==> src/rtl/logic_pkg.sv <==
// Shared opcode definitions for the logic unit.
package logic_pkg;

  localparam int unsigned OP_W = 3;

  typedef enum logic [OP_W-1:0] {
    OP_AND  = 3'd0,
    OP_OR   = 3'd1,
    OP_NOT  = 3'd2,
    OP_NAND = 3'd3,
    OP_NOR  = 3'd4,
    OP_XOR  = 3'd5,
    OP_XNOR = 3'd6,
    OP_PASS = 3'd7
  } op_e;

endpackage

==> src/rtl/logic_op_core.sv <==
// Combinational bitwise operation plus reduction flags of its result.
module logic_op_core
  import logic_pkg::*;
#(
  parameter int unsigned WIDTH = 8
) (
  input  logic [OP_W-1:0]  op,
  input  logic [WIDTH-1:0] a,
  input  logic [WIDTH-1:0] b,
  output logic [WIDTH-1:0] res,
  output logic             red_and,
  output logic             red_or,
  output logic             red_xor,
  output logic             zero
);

  // Opcode decode to the selected bitwise function.
  always_comb begin
    res = '0;
    unique case (op_e'(op))
      OP_AND:  res = a & b;
      OP_OR:   res = a | b;
      OP_NOT:  res = ~a;
      OP_NAND: res = ~(a & b);
      OP_NOR:  res = ~(a | b);
      OP_XOR:  res = a ^ b;
      OP_XNOR: res = ~(a ^ b);
      OP_PASS: res = b;
      default: res = '0;
    endcase
  end

  // Reductions of the same value that gets registered as the result.
  always_comb begin
    red_and = &res;
    red_or  = |res;
    red_xor = ^res;
    zero    = ~(|res);
  end

endmodule

==> src/rtl/logic_unit_pipe.sv <==
// Registered logic unit: one-deep valid/ready stage, accumulator, op counter.
module logic_unit_pipe
  import logic_pkg::*;
#(
  parameter int unsigned WIDTH = 8,
  parameter int unsigned CNT_W = 8
) (
  input  logic             clk,
  input  logic             rst_n,
  input  logic             in_valid,
  output logic             in_ready,
  input  logic [OP_W-1:0]  op,
  input  logic [WIDTH-1:0] a,
  input  logic [WIDTH-1:0] b,
  input  logic             acc_en,
  input  logic             acc_clr,
  output logic             out_valid,
  input  logic             out_ready,
  output logic [WIDTH-1:0] result,
  output logic             red_and,
  output logic             red_or,
  output logic             red_xor,
  output logic             zero,
  output logic [WIDTH-1:0] acc,
  output logic [CNT_W-1:0] op_count
);

  logic             accept;
  logic [WIDTH-1:0] a_eff;
  logic [WIDTH-1:0] core_res;
  logic             core_and, core_or, core_xor, core_zero;

  // Handshake and effective A operand; clr zeroes the operand only when chaining.
  always_comb begin
    in_ready = !out_valid || out_ready;
    accept   = in_valid && in_ready;
    a_eff    = a;
    if (acc_en) a_eff = acc_clr ? '0 : acc;
  end

  logic_op_core #(.WIDTH(WIDTH)) u_core (
    .op      (op),
    .a       (a_eff),
    .b       (b),
    .res     (core_res),
    .red_and (core_and),
    .red_or  (core_or),
    .red_xor (core_xor),
    .zero    (core_zero)
  );

  // Result register with flags and valid flag.
  always_ff @(posedge clk or negedge rst_n) begin
    if (!rst_n) begin
      out_valid <= 1'b0;
      result    <= '0;
      red_and   <= 1'b0;
      red_or    <= 1'b0;
      red_xor   <= 1'b0;
      zero      <= 1'b1;
    end else if (accept) begin
      out_valid <= 1'b1;
      result    <= core_res;
      red_and   <= core_and;
      red_or    <= core_or;
      red_xor   <= core_xor;
      zero      <= core_zero;
    end else if (out_ready) begin
      out_valid <= 1'b0;
    end
  end

  // Accumulator: a chained accept wins over a clear.
  always_ff @(posedge clk or negedge rst_n) begin
    if (!rst_n) begin
      acc <= '0;
    end else if (accept && acc_en) begin
      acc <= core_res;
    end else if (acc_clr) begin
      acc <= '0;
    end
  end

  // Saturating count of accepted beats.
  always_ff @(posedge clk or negedge rst_n) begin
    if (!rst_n) begin
      op_count <= '0;
    end else if (accept && (op_count != '1)) begin
      op_count <= op_count + 1'b1;
    end
  end

endmodule

==> config.mk <==
export PLATFORM = sky130hd
export DESIGN_NAME = logic_unit_pipe
export DESIGN_NICKNAME = d
export VERILOG_FILES = /design/src/rtl/logic_pkg.sv /design/src/rtl/logic_op_core.sv /design/src/rtl/logic_unit_pipe.sv
export SDC_FILE = /design/constraint.sdc
export NUM_CORES = 1
export LEC_CHECK = 0
export CAP_MARGIN = 20
export CORE_UTILIZATION = 30
export DETAILED_ROUTE_END_ITERATION = 12
export DONT_BUFFER_PORTS = 1
export PLACE_DENSITY = 0.46
export SYNTH_ARGS = -nofsm -noshare
export SYNTH_HDL_FRONTEND = slang
export SYNTH_SLANG_ARGS = --single-unit
==> constraint.sdc <==
create_clock -name clk -period 2.6 [get_ports clk]
set_clock_uncertainty 0.1 [all_clocks]
set_input_delay 0.52 -clock clk [delete_from_list [all_inputs] [get_ports clk]]
set_output_delay 0.52 -clock clk [all_outputs]
set_load 0.005 [all_outputs]
==> results of run 1 <==
-- flip-flops by register name, summed over array words and instances, names as in the netlist --
register and count:
zero 1, red_or 1, red_xor 1, acc 8, red_and 1, out_valid 1, op_count 8, result 8
-- area by class of cell --
class	instances	area (um^2)	share of cell area, %
multi-input cells	240	1930	55.4
flip-flops and latches	29	727	20.8
repair buffers	66	510	14.6
well taps	108	135	3.87
clock buffers	7	86.3	2.47
inverters	18	67.6	1.94
clock inverters	1	30.0	0.861
-- synthesized netlist by cell type (all sizes together) (2+ instances only) --
library cell | count | area (um^2)
a222oi | 2 | 20.0
a22o | 4 | 35.0
nand3 | 4 | 20.0
nor2 | 33 | 126
o21bai | 2 | 15.0
inv | 17 | 63.8
a2111oi | 8 | 73.8
o31ai | 8 | 60.1
a211oi | 8 | 130
mux2i | 7 | 70.1
nor3 | 4 | 20.0
and2 | 5 | 31.3
clkbuf | 6 | 23.8
mux2 | 3 | 33.8
ha | 25 | 313
nor2b | 25 | 156
or2b | 3 | 22.5
a31oi | 6 | 37.5
a21boi | 2 | 15.0
o211ai | 5 | 37.5
and3 | 5 | 31.3
a21oi | 6 | 30.0
o221ai | 5 | 43.8
o31a | 4 | 35.0
nand4 | 4 | 25.0
o311ai | 2 | 35.0
nand2b | 6 | 37.5
a21o | 8 | 60.1
o21ai | 4 | 20.0
xnor2 | 5 | 43.8
dfrtp | 28 | 701
buf | 10 | 70.1
or2 | 7 | 43.8
or3b | 3 | 26.3
nor3b | 2 | 15.0
o22ai | 4 | 25.0
nand2 | 14 | 55.1
nor4 | 2 | 12.5
-- per-layer routing --
metal  wire (um)  vias to the layer above  track usage (%)
met5           0                        -                0
met1        3580                     1161             22.2
li1            -                     1214                -
met2        3730                       70             29.5
met4         148                        0             5.17
met3         376                       17             3.90
-- what timing repair did --
item | CTS | global route
hold buffers | 2 | 0
endpoints found under the hold margin | 29 | 0
cloned | 0 | 0
pin swaps | 10 | 13
buffers inserted | 2 | 2
resized for setup | 12 | 12
setup endpoints to repair | 3 | 5
-- through the flow --
step | TNS (ps) | util (%) | hold WS [ps] | cells
after floorplan | -188 | - | 124 | 303
after global placement | -463 | 36.8 | 126 | 455
after detailed placement | -679 | 36.8 | 126 | 455
after CTS | -51.6 | 39.4 | 234 | 467
after global routing | -140 | 40.2 | 227 | 469
final | 0 | 40.2 | 242 | 469
-- logic make-up after synthesis --
logic type | share of synthesized area (%)
fa+ha+maj | 11.6
compound gates | 25.4
flops | 27.1
simple gates | 24.0
buf+inv | 6.01
mux | 3.87
xor+xnor | 1.96
-- final timing paths --
kind	startpoint	slack (ps)	endpoint
max	acc[0]$_DFF_PN0_	10	red_xor$_DFFE_PN0P_
min	in_valid	240	out_valid$_DFFE_PN0P_
max reg2reg	acc[0]$_DFF_PN0_	10	red_xor$_DFFE_PN0P_
min reg2reg	result[7]$_DFFE_PN0P_	400	result[7]$_DFFE_PN0P_
max in group asynchronous	rst_n	1550	zero$_DFFE_PN1P_
min in group asynchronous	rst_n	600	red_xor$_DFFE_PN0P_
-- power groups by stage --
stage          logic (mW)  registers [mW]  clock network [mW]
6_report            0.621           0.652               0.496
4_1_cts             0.599           0.655               0.510
3_5_place_dp        0.552           0.663                   0
5_1_grt             0.688           0.669               0.532
2_1_floorplan       0.395           0.632                   0
3_3_place_gp        0.548           0.663                   0
==> summary.md, run 1 <==
| Metric | Value |
|---|---|
| Sw frac | 32.2% |
| Switch Pwr | 0.570 mW |
| Status | complete, no violations |
| Critical path's top delay family | simple AND/OR/NAND/NOR gates |
| Seq/Total Area, Yosys | 27.1% |
| Most frequent cells in the layout | buf_4, nor2_1, dfrtp_1 |
| Top FF cell, synth | dfrtp_1 |
| Crit-path max FO | 2 |
| Clock power share | 28.0% |
| Worst-path cell chain | nor2b_4 > a21o_1 > ha_2 > or3b_4 > o311ai_4 > a211oi_2 > or2_1 > ha_1 > xnor2_1 > xnor2_1 > o21ai_1 |
| Post-synth cell types | 55 |
| Detail Route Antenna Nets | 0 |
| Worst setup margin | 10.3 ps |
| Vias post-DR | 2462 |
| Synthesized Nets | 353 |
| FF-to-FF path depth | 11 |
| Setup Crit Path Kind | reg2reg |
| Hold depth | 1 |
| Synth async-reset ratio | 100% |
| Pwr dens | 507 mW/mm^2 |
| Tot Pwr | 1.77 mW |
| Slew Limit Fails | 0 |
| Clock-pin slew on the worst setup and hold paths | 70 ps |
| Combinational share of power | 35.1% |
| Slowest stage delay, CP | 380 ps |
| EDFF count, synth | 0 |
| Worst EP required | 2670 ps |
| Worst path depth | 11 |
| Mapped Cells | 303 |
| Most frequent cell on the critical path | xnor2_1 |
| Dpl hpwl | 5990 um |
| Fin nets | 410 |
| Pre-antenna DRT Iters | 4 |
| Global-route wire length before repair | 13000 um |
| Period utilization | 99.6% |
| Commonest non-fill, non-tap cell in the layout | buf_4 |
| Warnings from Yosys | 0 |
| Syn-to-layout area delta | 29.9% |
| CP Launch Type | flop |
| Ratio of cells with drive above 1 in the final layout | 31.9% |
| CP max stage cell | dfrtp_1 |
| Sequential power share | 36.9% |
| Yosys reg bits | 29 |
| CTS root buf | clkbuf_8 |
| CTS Buf Count | 5 |
| GRT Util Overall | 17.4% |
| Cell Area, Synth | 0.00269 mm^2 |
| VDD IR max | 0.000272 V |
| Post-Place Cell Area | 0.00320 mm^2 |
| IO Pins | 55 |
| Clock Latency Late Sink | 280 ps |
| Tightest Pin Transition | 512 ps |
| Placer Congestion | 0.786 |
| Die Span Y | 96.6 um |
| Largest net degree at the start of global routing | 30 |
| Worst setup EP type | flop |
| HP Class | in2reg |
| Leakage Power | 1.56 nW |
| Core Footprint | 0.00868 mm^2 |
| TritonCTS clock tree | done |
| Fin area | 0.00349 mm^2 |
| CTS H-tree lvls | 2 |
| Worst Path Arrival | 2660 ps |
| Filler cells | 871 |
| Clock Sinks | 29 |
| Die area | 0.00933 mm^2 |
| PortBufs | 0 |
| Clock period minus final worst setup slack | 2590 ps |
| Max_cap viols | 0 |
| Worst Path Buf+Inv | 0 |
| Avg Inst Size Synth | 8.86 um^2 |
| Drt drc | 0 |
| Final Hold Fails | 0 |
| Number of global-route vias before repair | 2547 |
| Avg Vias per Cell | 5.25 |
| Initial Util | 30.9% |
| Drt initial violations | 128 |
| CTS Buffer Depth | 2 |
| Cell-internal power | 1.20 mW |
| Chip width | 96.6 um |
| RSZ-0062 raised after global routing | yes |
| Max_slew headroom | 65.0% |
| Setup-failing EPs final | 0 |
| Drt wl/cell | 16.7 um |
| Grt total ovfl | 0 |
| N_diodes | 0 |
| Routed wire length | 7840 um |
| Antenna violations before repair | 0 |
| Row count | 34 |
| Worst Setup Slack post-DPL | -305 ps |
| Fmax | 386 MHz |
(Power assumes the default switching activity.)
==> run 2: changes to the inputs <==
DONT_BUFFER_PORTS = unset   (was 1)
PLACE_DENSITY = unset   (was 0.46)
==> summary.md, run 2 (synthesized netlist as in run 1, its figures left out) <==
| Metric | Value |
|---|---|
| Grt total ovfl | 0 |
| Fmax | 372 MHz |
| Commonest non-fill, non-tap cell in the layout | buf_4 |
| Top flop regs | acc x8, op_count x8, result x8 |
| Drt drc | 0 |
| Clock Latency Late Sink | 290 ps |
| Die Span Y | 96.6 um |
| Leakage Power | 2.17 nW |
| Setup-failing EPs final | 1 |
| CTS H-tree lvls | 2 |
| Number of global-route vias before repair | 3106 |
| IO Pins | 55 |
| Core Footprint | 0.00868 mm^2 |
| Fin nets | 519 |
| Detail Route Antenna Nets | 0 |
| Drt initial violations | 82 |
| Die area | 0.00933 mm^2 |
| Routed wire length | 9030 um |
| CTS Buf Count | 5 |
| Ratio of cells with drive above 1 in the final layout | 45.5% |
| Dpl hpwl | 6430 um |
| Chip width | 96.6 um |
| Clock Sinks | 29 |
| GRT Util Overall | 18.9% |
| Status | complete, but fails checks |
| Max_cap viols | 0 |
| HP Class | reg2reg |
| Drt wl/cell | 15.6 um |
| Placer Congestion | 0.851 |
| Slew Limit Fails | 0 |
| Max_slew headroom | 69.1% |
| VDD IR max | 0.000348 V |
| Failing checks | setup timing |
| PortBufs | 54 |
| Post-cts hold buffer count | 0 |
| DR WL met3 | 317 um |
| Post-Place Cell Area | 0.00402 mm^2 |
| DR top layer | met4 |
| TNS Setup | -86.4 ps |
| Pwr dens | 431 mW/mm^2 |
| Filler cells | 774 |
| Most frequent cells in the layout | buf_4, clkdlybuf4s50_1, nor2_1 |
| Antenna violations before repair | 0 |
| N_diodes | 0 |
| Largest net degree at the start of global routing | 30 |
| CTS Buffer Depth | 2 |
| Tightest Pin Transition | 452 ps |
| Row count | 34 |
| Initial Util | 30.9% |
| Worst setup EP type | flop |
| Clock period minus final worst setup slack | 2690 ps |
| Met2 wire length | 4550 um |
| Vias post-DR | 2935 |
| RSZ-0062 raised after global routing | yes |
| Global-route wire length before repair | 14400 um |
| Worst EP required | 2670 ps |
| CTS root buf | clkbuf_8 |
| Post-Layout Cell Count | 578 |
| Worst Path Arrival | 2760 ps |
| Avg Vias per Cell | 5.08 |
| Clock-pin slew on the worst setup and hold paths | 60 ps |
| TritonCTS clock tree | done |
| Fin area | 0.00475 mm^2 |
| Placed Instances | 545 |
| Period utilization | 103% |
| Worst setup margin | -86.4 ps |
| Final Hold Fails | 0 |
| CP Launch Type | input pin |
| Syn-to-layout area delta | 77.0% |
| Tot Pwr | 2.05 mW |
| Crit-path max FO | 2 |
| Metal1 wirelength | 3920 um |
| Setup Crit Path Kind | in2reg |
| Pre-antenna DRT Iters | 5 |
-- run 2: cell count changes in the layout (fill, tap and decap cells not counted), moves of 6 or more --
| cell | change |
|---|---|
| buf_6 | +7 |
| nor2b_4 | +6 |
| ha_4 | +7 |
| nor2b_1 | -9 |
| clkdlybuf4s50_1 | +40 |
| buf_4 | +49 |
| dlymetal6s2s_1 | +6 |
| ha_1 | -7 |
-- run 2: timing repair --
action | in CTS | in global routing
gates resized for setup | 68 | 48
setup endpoints to repair | 11 | 5
pin swaps | 26 | 39
cloned | 1 | 1
setup buffers | 14 | 9
-- run 2: report_power, final --
| part | internal [mW] | total, mW | switching (mW) |
|---|---|---|---|
| registers | 0.546 | 0.631 | 0.0851 |
| clock network | 0.184 | 0.365 | 0.181 |
| logic | 0.628 | 1.05 | 0.423 |
-- run 2: layout make-up --
class                   count  area [um^2]  area share [%]
clock inverters             3         17.5           0.369
repair buffers            175         1520            31.9
clock buffers               5         68.8            1.45
flip-flops and latches     29          727            15.3
multi-input cells         240         2220            46.7
inverters                  18         67.6            1.42
well taps                 108          135            2.84
-- run 2: metal layers --
| layer | up-vias | GRT usage, % |
|---|---|---|
| li1 | 1435 | - |
| met1 | 1410 | 22.7 |
| met2 | 71 | 33.0 |
| met3 | 19 | 3.54 |
| met4 | 0 | 7.69 |
| met5 | - | 0 |
-- run 2: worst max-delay path, stage by stage --
cell,delay [ps]
clkdlybuf4s15_1,170
nor2b_4,120
a21o_1,190
buf_6,130
ha_4,140
or3b_4,380
o311ai_4,90
a211oi_2,130
or2_1,270
ha_4,290
xnor2_2,110
xnor2_1,130
o21ai_1,70
-- run 2: path summary, 6_finish.rpt --
kind                       slack [ps]             startpoint                    end  depth (start not counted)
min reg2reg                       390  result[0]$_DFFE_PN0P_  result[0]$_DFFE_PN0P_                          2
max reg2reg                       -80       acc[0]$_DFF_PN0_    red_xor$_DFFE_PN0P_                         12
min                               390  result[0]$_DFFE_PN0P_  result[0]$_DFFE_PN0P_                          2
min in group asynchronous         520                  rst_n       acc[0]$_DFF_PN0_                          2
max in group asynchronous        1560                  rst_n       zero$_DFFE_PN1P_                          2
max                               -90                   a[0]    red_xor$_DFFE_PN0P_                         13
-- run 2: metrics by stage --
step                      utilization (%)  worst slack (ps)  hold WS, ps
final                                54.8             -86.4          386
after CTS                            50.9              -168          395
after detailed placement             46.3              -955          378
after floorplan                         -              -188          124
after global placement               46.3              -916          369
after global routing                 54.8              -163          409
